--- src/rtl/iob_fifo_sync_asym_pkg.sv ---
// Shared helpers for the asymmetric synchronous FIFO controller: width math
// reused by the controller, its port interface and the external RAM.
package iob_fifo_sync_asym_pkg;

  function automatic int iob_max(input int a, input int b);
    return (a > b) ? a : b;
  endfunction

  function automatic int iob_min(input int a, input int b);
    return (a < b) ? a : b;
  endfunction

  // Number of minimum-width units packed into one word of data_w bits.
  function automatic int word_incr(input int data_w, input int w_data_w, input int r_data_w);
    return data_w / iob_min(w_data_w, r_data_w);
  endfunction

  // RAM port address width: unit address minus the lane-select bits.
  function automatic int port_addr_w(input int data_w, input int w_data_w,
                                     input int r_data_w, input int addr_w);
    return addr_w - $clog2(word_incr(data_w, w_data_w, r_data_w));
  endfunction

  typedef enum logic [1:0] {
    LVL_HOLD = 2'd0,
    LVL_PUSH = 2'd1,
    LVL_POP  = 2'd2,
    LVL_BOTH = 2'd3
  } lvl_op_e;

endpackage

--- src/rtl/iob_fifo_sync_asym_if.sv ---
// Producer/consumer and external-RAM signals of the asymmetric FIFO controller.
// The controller takes the slave side; the surrounding logic and RAM the master side.
interface iob_fifo_sync_asym_if
  import iob_fifo_sync_asym_pkg::*;
#(
  parameter int W_DATA_W = 32,
  parameter int R_DATA_W = 8,
  parameter int ADDR_W   = 4
);

  localparam int W_ADDR_W = port_addr_w(W_DATA_W, W_DATA_W, R_DATA_W, ADDR_W);
  localparam int R_ADDR_W = port_addr_w(R_DATA_W, W_DATA_W, R_DATA_W, ADDR_W);

  logic                w_en;
  logic [W_DATA_W-1:0] w_data;
  logic                w_full;
  logic                r_en;
  logic [R_DATA_W-1:0] r_data;
  logic                r_empty;
  logic [ADDR_W:0]     level;

  logic                ext_mem_w_en;
  logic [W_ADDR_W-1:0] ext_mem_w_addr;
  logic [W_DATA_W-1:0] ext_mem_w_data;
  logic                ext_mem_r_en;
  logic [R_ADDR_W-1:0] ext_mem_r_addr;
  logic [R_DATA_W-1:0] ext_mem_r_data;

  modport slave (
    input  w_en, w_data, r_en, ext_mem_r_data,
    output w_full, r_data, r_empty, level,
    output ext_mem_w_en, ext_mem_w_addr, ext_mem_w_data,
    output ext_mem_r_en, ext_mem_r_addr
  );

  modport master (
    output w_en, w_data, r_en, ext_mem_r_data,
    input  w_full, r_data, r_empty, level,
    input  ext_mem_w_en, ext_mem_w_addr, ext_mem_w_data,
    input  ext_mem_r_en, ext_mem_r_addr
  );

endinterface

--- src/rtl/iob_fifo_sync_asym_counter_step.sv ---
// Wrapping counter that advances by a constant step when enabled.
// Used for the write and read pointers of the asymmetric FIFO.
module iob_counter_step #(
  parameter int W    = 4,
  parameter int STEP = 1
) (
  input  logic         clk,
  input  logic         arst_n,
  input  logic         en_i,
  output logic [W-1:0] cnt_o
);

  localparam logic [W-1:0] STEP_L = W'(STEP);

  logic [W-1:0] cnt_q;
  logic [W-1:0] cnt_d;

  // Overflow wraps silently; occupancy is tracked elsewhere.
  always_comb begin
    cnt_d = cnt_q;
    if (en_i) begin
      cnt_d = cnt_q + STEP_L;
    end
  end

  always_ff @(posedge clk or negedge arst_n) begin
    if (!arst_n) begin
      cnt_q <= '0;
    end else begin
      cnt_q <= cnt_d;
    end
  end

  assign cnt_o = cnt_q;

endmodule

--- src/rtl/iob_fifo_sync_asym.sv ---
// Single-clock FIFO controller with independent write/read widths driving an
// external asymmetric two-port RAM; owns pointers, level and full/empty flags.
module iob_fifo_sync_asym
  import iob_fifo_sync_asym_pkg::*;
#(
  parameter int W_DATA_W = 32,
  parameter int R_DATA_W = 8,
  parameter int ADDR_W   = 4
) (
  input  logic                  clk,
  input  logic                  arst_n,
  iob_fifo_sync_asym_if.slave   bus
);

  localparam int MINDATA_W = iob_min(W_DATA_W, R_DATA_W);
  localparam int W_INCR    = W_DATA_W / MINDATA_W;
  localparam int R_INCR    = R_DATA_W / MINDATA_W;
  localparam int W_LSB     = $clog2(W_INCR);
  localparam int R_LSB     = $clog2(R_INCR);
  localparam int CAPACITY  = 2 ** ADDR_W;

  localparam logic [ADDR_W:0] W_STEP_L  = (ADDR_W + 1)'(W_INCR);
  localparam logic [ADDR_W:0] R_STEP_L  = (ADDR_W + 1)'(R_INCR);
  localparam logic [ADDR_W:0] FULL_THR  = (ADDR_W + 1)'(CAPACITY - W_INCR);

  logic [ADDR_W-1:0] w_ptr;
  logic [ADDR_W-1:0] r_ptr;
  logic [ADDR_W:0]   level_q;
  logic [ADDR_W:0]   level_d;
  logic              w_full;
  logic              r_empty;
  logic              w_acc;
  logic              r_acc;
  lvl_op_e           lvl_op;

  // Flags depend only on the registered level, so a same-cycle write never
  // rescues a read from empty (and vice versa).
  assign w_full  = level_q > FULL_THR;
  assign r_empty = level_q < R_STEP_L;
  assign w_acc   = bus.w_en & ~w_full;
  assign r_acc   = bus.r_en & ~r_empty;

  iob_counter_step #(
    .W    (ADDR_W),
    .STEP (W_INCR)
  ) u_w_ptr (
    .clk    (clk),
    .arst_n (arst_n),
    .en_i   (w_acc),
    .cnt_o  (w_ptr)
  );

  iob_counter_step #(
    .W    (ADDR_W),
    .STEP (R_INCR)
  ) u_r_ptr (
    .clk    (clk),
    .arst_n (arst_n),
    .en_i   (r_acc),
    .cnt_o  (r_ptr)
  );

  always_comb begin
    lvl_op = LVL_HOLD;
    if (w_acc && r_acc) begin
      lvl_op = LVL_BOTH;
    end else if (w_acc) begin
      lvl_op = LVL_PUSH;
    end else if (r_acc) begin
      lvl_op = LVL_POP;
    end
  end

  always_comb begin
    level_d = level_q;
    unique case (lvl_op)
      LVL_PUSH: level_d = level_q + W_STEP_L;
      LVL_POP:  level_d = level_q - R_STEP_L;
      LVL_BOTH: level_d = level_q + W_STEP_L - R_STEP_L;
      default:  level_d = level_q;
    endcase
  end

  always_ff @(posedge clk or negedge arst_n) begin
    if (!arst_n) begin
      level_q <= '0;
    end else begin
      level_q <= level_d;
    end
  end

  // Unit pointers drop their lane-select bits to form RAM word addresses.
  assign bus.ext_mem_w_en   = w_acc;
  assign bus.ext_mem_w_addr = w_ptr[ADDR_W-1:W_LSB];
  assign bus.ext_mem_w_data = bus.w_data;
  assign bus.ext_mem_r_en   = r_acc;
  assign bus.ext_mem_r_addr = r_ptr[ADDR_W-1:R_LSB];

  assign bus.r_data  = bus.ext_mem_r_data;
  assign bus.w_full  = w_full;
  assign bus.r_empty = r_empty;
  assign bus.level   = level_q;

endmodule

--- src/flat_wrapper.sv ---
// flat-port wrapper written by rule: the top's interface ports become plain ports
module iob_fifo_sync_asym_flat import iob_fifo_sync_asym_pkg::*;
#(
  parameter int W_DATA_W = 32,
  parameter int R_DATA_W = 8,
  parameter int ADDR_W   = 4
)
  (clk, arst_n, bus_w_en, bus_w_data, bus_r_en, bus_ext_mem_r_data, bus_w_full, bus_r_data, bus_r_empty, bus_level, bus_ext_mem_w_en, bus_ext_mem_w_addr, bus_ext_mem_w_data, bus_ext_mem_r_en, bus_ext_mem_r_addr);
  iob_fifo_sync_asym_if #(.W_DATA_W(W_DATA_W), .R_DATA_W(R_DATA_W), .ADDR_W(ADDR_W)) bus_i ();
  input  logic clk;
  input  logic arst_n;
  input wire logic [$bits(bus_i.w_en)-1:0] bus_w_en;
  input wire logic [$bits(bus_i.w_data)-1:0] bus_w_data;
  input wire logic [$bits(bus_i.r_en)-1:0] bus_r_en;
  input wire logic [$bits(bus_i.ext_mem_r_data)-1:0] bus_ext_mem_r_data;
  output wire logic [$bits(bus_i.w_full)-1:0] bus_w_full;
  output wire logic [$bits(bus_i.r_data)-1:0] bus_r_data;
  output wire logic [$bits(bus_i.r_empty)-1:0] bus_r_empty;
  output wire logic [$bits(bus_i.level)-1:0] bus_level;
  output wire logic [$bits(bus_i.ext_mem_w_en)-1:0] bus_ext_mem_w_en;
  output wire logic [$bits(bus_i.ext_mem_w_addr)-1:0] bus_ext_mem_w_addr;
  output wire logic [$bits(bus_i.ext_mem_w_data)-1:0] bus_ext_mem_w_data;
  output wire logic [$bits(bus_i.ext_mem_r_en)-1:0] bus_ext_mem_r_en;
  output wire logic [$bits(bus_i.ext_mem_r_addr)-1:0] bus_ext_mem_r_addr;
  assign bus_i.w_en = bus_w_en;
  assign bus_i.w_data = bus_w_data;
  assign bus_i.r_en = bus_r_en;
  assign bus_i.ext_mem_r_data = bus_ext_mem_r_data;
  assign bus_w_full = bus_i.w_full;
  assign bus_r_data = bus_i.r_data;
  assign bus_r_empty = bus_i.r_empty;
  assign bus_level = bus_i.level;
  assign bus_ext_mem_w_en = bus_i.ext_mem_w_en;
  assign bus_ext_mem_w_addr = bus_i.ext_mem_w_addr;
  assign bus_ext_mem_w_data = bus_i.ext_mem_w_data;
  assign bus_ext_mem_r_en = bus_i.ext_mem_r_en;
  assign bus_ext_mem_r_addr = bus_i.ext_mem_r_addr;
  iob_fifo_sync_asym #(.W_DATA_W(W_DATA_W), .R_DATA_W(R_DATA_W), .ADDR_W(ADDR_W)) u_core (.clk(clk), .arst_n(arst_n), .bus(bus_i));
endmodule
--- config.mk ---
export PLATFORM = sky130hd
export DESIGN_NAME = iob_fifo_sync_asym_flat
export DESIGN_NICKNAME = d
export VERILOG_FILES = /design/src/rtl/iob_fifo_sync_asym_pkg.sv /design/src/rtl/iob_fifo_sync_asym_if.sv /design/src/rtl/iob_fifo_sync_asym_counter_step.sv /design/src/rtl/iob_fifo_sync_asym.sv /design/src/flat_wrapper.sv
export SDC_FILE = /design/constraint.sdc
export NUM_CORES = 1
export LEC_CHECK = 0
export ABC_AREA = 1
export CORE_UTILIZATION = 34
export CTS_BUF_LIST = sky130_fd_sc_hd__clkbuf_4 sky130_fd_sc_hd__clkbuf_8
export CTS_CLUSTER_SIZE = 14
export DETAILED_ROUTE_END_ITERATION = 8
export PLACE_DENSITY = 0.89
export SLEW_MARGIN = 10
export SYNTH_ARGS = -nofsm -noshare
export SYNTH_HDL_FRONTEND = slang
export SYNTH_HIERARCHICAL = 1
export SYNTH_SLANG_ARGS = --single-unit
export TNS_END_PERCENT = 50
--- constraint.sdc ---
create_clock -name clk -period 2.35 [get_ports clk]
set_input_delay 0.705 -clock clk [delete_from_list [all_inputs] [get_ports clk]]
set_output_delay 0.705 -clock clk [all_outputs]
set_load 0.1 [all_outputs]
==> Yosys cells after proc, flatten, opt, wreduce, memory -nomap -nowiden <==
Cells that the tools add are included.
{ "totals": {"out_inout_bits": 55, "word_cells": 23, "reg_bits": 13, "inputBits": 44} }
{ "classes": {"n_bitwise": 4, "add_sub_neg": 5, "n_reduce_logical": 2, "n_lt_le_gt_ge": 2, "mux": 4, "n_eq_ne": 3} }
{ "op_table": {"columns": ["cell", "count"], "rows": [
  ["5-bit case mux with 3 select lines", 1],
  ["5-bit by 1-bit subtractor with 5-bit output (second input constant)", 2],
  ["2-bit two-way mux", 3],
  ["5-bit by 3-bit adder with 5-bit output (second input constant)", 1],
  ["5-bit by 4-bit > comparator with 1-bit output (second input constant)", 1],
  ["5-bit by 1-bit less-than comparator with 1-bit output (second input constant)", 1],
  ["4-bit by 1-bit adder with 4-bit output (second input constant)", 1],
  ["4-bit by 3-bit adder with 4-bit output (second input constant)", 1],
  ["2-bit == test (second input constant)", 2],
  ["3-bit nonzero test", 1],
  ["1-bit bitwise AND", 2],
  ["2-bit by 1-bit == test with 1-bit output (second input constant)", 1],
  ["1-bit NOT", 2],
  ["1-bit logical AND", 1]
]} }

==> Logic depth before layout (Yosys ltp) <==
{ "depth": {"ltp_word": 8, "ltp_mapped": 11, "mapped_depth_nobuf": 11} }

==> By module <==
The synthesis kept the hierarchy.
{ "modules_own_cells": {"columns": ["mod", "area_per_inst_um2", "seq_area_each_um2", "n_inst", "cells_per_inst"], "rows": [
  ["iob_fifo_sync_asym", 773.2, 125.1, 1, 118],
  ["iob_counter_step at u_core.u_r_ptr", 177.7, 100.1, 1, 19],
  ["iob_counter_step at u_core.u_w_ptr", 102.6, 50.0, 1, 13]
]} }

==> Least setup slack after synthesis <==
Ideal clock, no wire load.
{ "synth_timing": {"path_type": "flip-flop to output port", "start": "register u_core.level_q[0], in the netlist u_core/bus.level[0]", "end": "output port bus_ext_mem_w_en", "n_path_buf": 0, "t_required_ps": 1645, "arrival_ps": 2854, "stages_incl_launch_ff": 7, "setup_slack_ps": -1209, "cell_sequence": "dfrtp_1 inv_1 ha_1 nand2_1 nor2_1 nor2_2 nor2_4"} }
{ "synth_via": {"elab_chain_cells": 3} }
{ "synth_lines": {"columns": ["item", "line", "text"], "rows": [
  ["start, declared", "iob_fifo_sync_asym.sv:28", "logic [ADDR_W:0] level_q;"],
  ["start signal, assigned", "iob_fifo_sync_asym.sv:88", "level_q <= level_d;"],
  ["5-bit by 4-bit > comparator with 1-bit output", "iob_fifo_sync_asym.sv:38", "assign w_full = level_q > FULL_THR;"],
  ["named net bus_w_full", "flat_wrapper.sv:16", "output wire logic [$bits(bus_i.w_full)-1:0] bus_w_full;"],
  ["1-bit NOT", "iob_fifo_sync_asym.sv:40", "assign w_acc = bus.w_en & ~w_full;"],
  ["1-bit bitwise AND", "iob_fifo_sync_asym.sv:40", null],
  ["end, declared", "flat_wrapper.sv:20", "output wire logic [$bits(bus_i.ext_mem_w_en)-1:0] bus_ext_mem_w_en;"]
]} }
The timed path passes the listed nets, and every way through them passes these cells.

==> Final worst setup path <==
{ "layout_timing": {"start": "input port bus_w_en", "end": "output port bus_ext_mem_w_en"} }
{ "layout_via": {"elab_chain_cells": 1} }
{ "layout_lines": {"columns": ["item", "line", "text"], "rows": [
  ["start, declared", "flat_wrapper.sv:12", "input wire logic [$bits(bus_i.w_en)-1:0] bus_w_en;"],
  ["1-bit bitwise AND", "iob_fifo_sync_asym.sv:40", null]
]} }
No other way between the ends.

==> impl_metrics.env <==
export IMPL_fin_nets=181
export IMPL_path_depth=4
export IMPL_track_usage_pct=11.0
export IMPL_cts_made_buffers=3
export IMPL_insertedDiodeCount=0
export IMPL_setup_violations_final=0
export IMPL_gr_total_overflow=0
export IMPL_row_count=19
export IMPL_finalCritPeriodShare_pct=97.4
export IMPL_p_leak_nw=0.573
export IMPL_path_clk_slew_ns=0.07
export IMPL_violations="design-rule violations"
export IMPL_endpoint="bus_ext_mem_w_en"
export IMPL_ir_worst_vdd_uv=695
export IMPL_post_cts_setup_buffers=0
export IMPL_max_stage_delay_ns=0.48
export IMPL_hold_buffers=0
export IMPL_slowest_stage="clkdlybuf4s50_1"
export IMPL_tritoncts="yes"
export IMPL_final_instance_count_excl_fill=163
export IMPL_clkLatencyLatePin_ns=0.27
export IMPL_syn_area_sq_um=1030
export IMPL_reg2reg_depth=12
export IMPL_first_pass_iters=6
export IMPL_period_needed_ns=2.29
export IMPL_rrSetupSlack_ns=0.74
export IMPL_status="complete, but fails checks"
export IMPL_cts_sinks=11
export IMPL_r2r_start="u_core/bus.level[0]"
export IMPL_grt_pass1_wl_mm=2.76
export IMPL_critPathKind="in2out"
export IMPL_worstPathRequired_ns=1.64
export IMPL_yosys_warnings=6
export IMPL_clock_root_buffer="clkbuf_4"
export IMPL_max_freq_mhz=437
export IMPL_r2r_end="u_core/bus.level[2]"
export IMPL_drv_cap=0
export IMPL_antenna_found_initial=0
export IMPL_grt_pass1_vias=624
export IMPL_coreArea_sq_um=2830
export IMPL_postRouteAntennaNets=0
export IMPL_dieWidth_microns=57.2
export IMPL_power_density_nw_per_um2=2010
export IMPL_placed_area_sq_um=1070
export IMPL_viasPerCell=4.56
export IMPL_avgRoutedWirePerCell_microns=10.6
export IMPL_remaining_drc_errors=7
export IMPL_routed_wl_mm=1.72
export IMPL_via_count=743
export IMPL_start_kind="input pin"
export IMPL_critPathBufInv=3
export IMPL_htreeDepth=1
export IMPL_cp_cell_sequence="clkdlybuf4s50_1 > inv_1 > nor2_4 > buf_12"
export IMPL_crit_path_end_kind="output port"
export IMPL_synth_fp_nets=195
export IMPL_drive_gt1_share_pct=32.6
export IMPL_cp_arrival_ns=1.58
export IMPL_globalplace_congestion=0.779
export IMPL_avgSynthCellArea_sq_um=7.04
export IMPL_die_y_microns=57.2
export IMPL_drt_initial_drc_count=57
export IMPL_hold_class="reg2reg"
export IMPL_crit_start="bus_w_en"
export IMPL_cts_resized=0
export IMPL_dp_hpwl_mm=1.29
export IMPL_boundaryPins=99
export IMPL_critPathTopFamily="buffers and inverters"
export IMPL_placed_cells=159
export IMPL_dieArea_sq_um=3270
export IMPL_syn_to_final_growth_pct=6.53
export IMPL_rsz0062_at_grt="no"
export IMPL_syn_inst=147
export IMPL_fin_area_sq_um=1100
export IMPL_worst_pin_slew_ns=0.519
export IMPL_start_util_pct=36.6
export IMPL_fin_skew_ns=0.00465
export IMPL_slew_headroom_pct=65.3
export IMPL_grt_max_degree=12
export IMPL_port_buffers=18
export IMPL_worstPathMaxFanout=2
export IMPL_hold_viol_final=0
export IMPL_drv_slew=0
export IMPL_cts_buffer_depth=2
[per-layer routing]
layer | global-route usage [%] | part of all wire [%]
met5 | 0 | 0
met4 | 4.53 | 0.87
met3 | 5.44 | 8.9
met2 | 16.8 | 46
met1 | 13.2 | 44
[sequential cells by signal (all words and copies together) (netlist names)]
register / cells
u_core/u_w_ptr/cnt_o: 2
u_core/bus.level: 5
u_core/u_r_ptr/cnt_o: 4
[worst register-to-register path, stage by stage (launching register included)]
cell	delay, ns
dfrtp_4	0.50
inv_6	0.09
ha_4	0.17
nand2_4	0.06
nor2_4	0.12
nor2_4	0.06
nor2_4	0.11
buf_4	0.17
nand2_2	0.06
nand2_1	0.06
nand2_1	0.04
nand2_1	0.05
inv_1	0.04
[power by group]
| part | leakage (nW) | switching, W | internal, W |
|---|---|---|---|
| Sequential | 0.125 | 0.000128 | 0.000305 |
| Combinational | 0.429 | 0.00119 | 0.000451 |
| Clock | 0.0184 | 0.0000642 | 0.0000773 |
| Total | 0.573 | 0.00138 | 0.000833 |
[worst min path at each step]
stage	cells past startpoint	end	start	slack (ns)
finish	2	u_core/u_r_ptr/cnt_o[3]	u_core/u_r_ptr/cnt_o[3]	0.51
floorplan	0	u_core/u_r_ptr/cnt_o[0]	arst_n	0.41
global route	2	u_core/u_w_ptr/cnt_o[3]	u_core/u_w_ptr/cnt_o[3]	0.55
detailed placement	2	u_core/u_r_ptr/cnt_o[3]	u_core/u_r_ptr/cnt_o[3]	0.50
CTS	2	u_core/u_r_ptr/cnt_o[3]	u_core/u_r_ptr/cnt_o[3]	0.51
global placement	2	u_core/u_r_ptr/cnt_o[3]	u_core/u_r_ptr/cnt_o[3]	0.49
[placed cells by master (no fill, tap or decap)]
cell type	n
a21oi_1	1
buf_12	5
buf_4	13
clkbuf_4	4
clkdlybuf4s50_1	3
dfrtp_1	6
dfrtp_4	5
ha_1	2
ha_4	2
inv_1	16
inv_2	3
inv_4	1
inv_6	1
nand2_1	35
nand2_2	3
nand2_4	1
nand3_1	11
nand3b_1	1
nor2_1	5
nor2_2	2
nor2_4	3
nor3_1	1
o21ai_0	4
o21ai_1	1
xor2_1	3
[cell type report]
cell class / instances / area, sq um
inverter: 21 / 86.3
clock buffer: 4 / 30.0
timing repair buffer: 21 / 228
multi-input combinational: 75 / 425
fill: 286 / 1730
tap: 31 / 38.8
sequential: 11 / 294
[metrics by stage]
step                      util, %  hold slack, ns  total power (W)  setup slack, ns  setup TNS [ns]
after CTS                    38.9           0.513          0.00222           0.0591               0
after detailed placement     37.8           0.496          0.00207           0.0909               0
final                        39.0           0.514          0.00221           0.0611               0
after global routing         39.0           0.547          0.00235          0.00796               0
after floorplan                 -           0.409          0.00201           -0.170          -0.170
after global placement       37.8           0.491          0.00205            0.114               0
No activity file was read; power rests on OpenSTA's default activity.
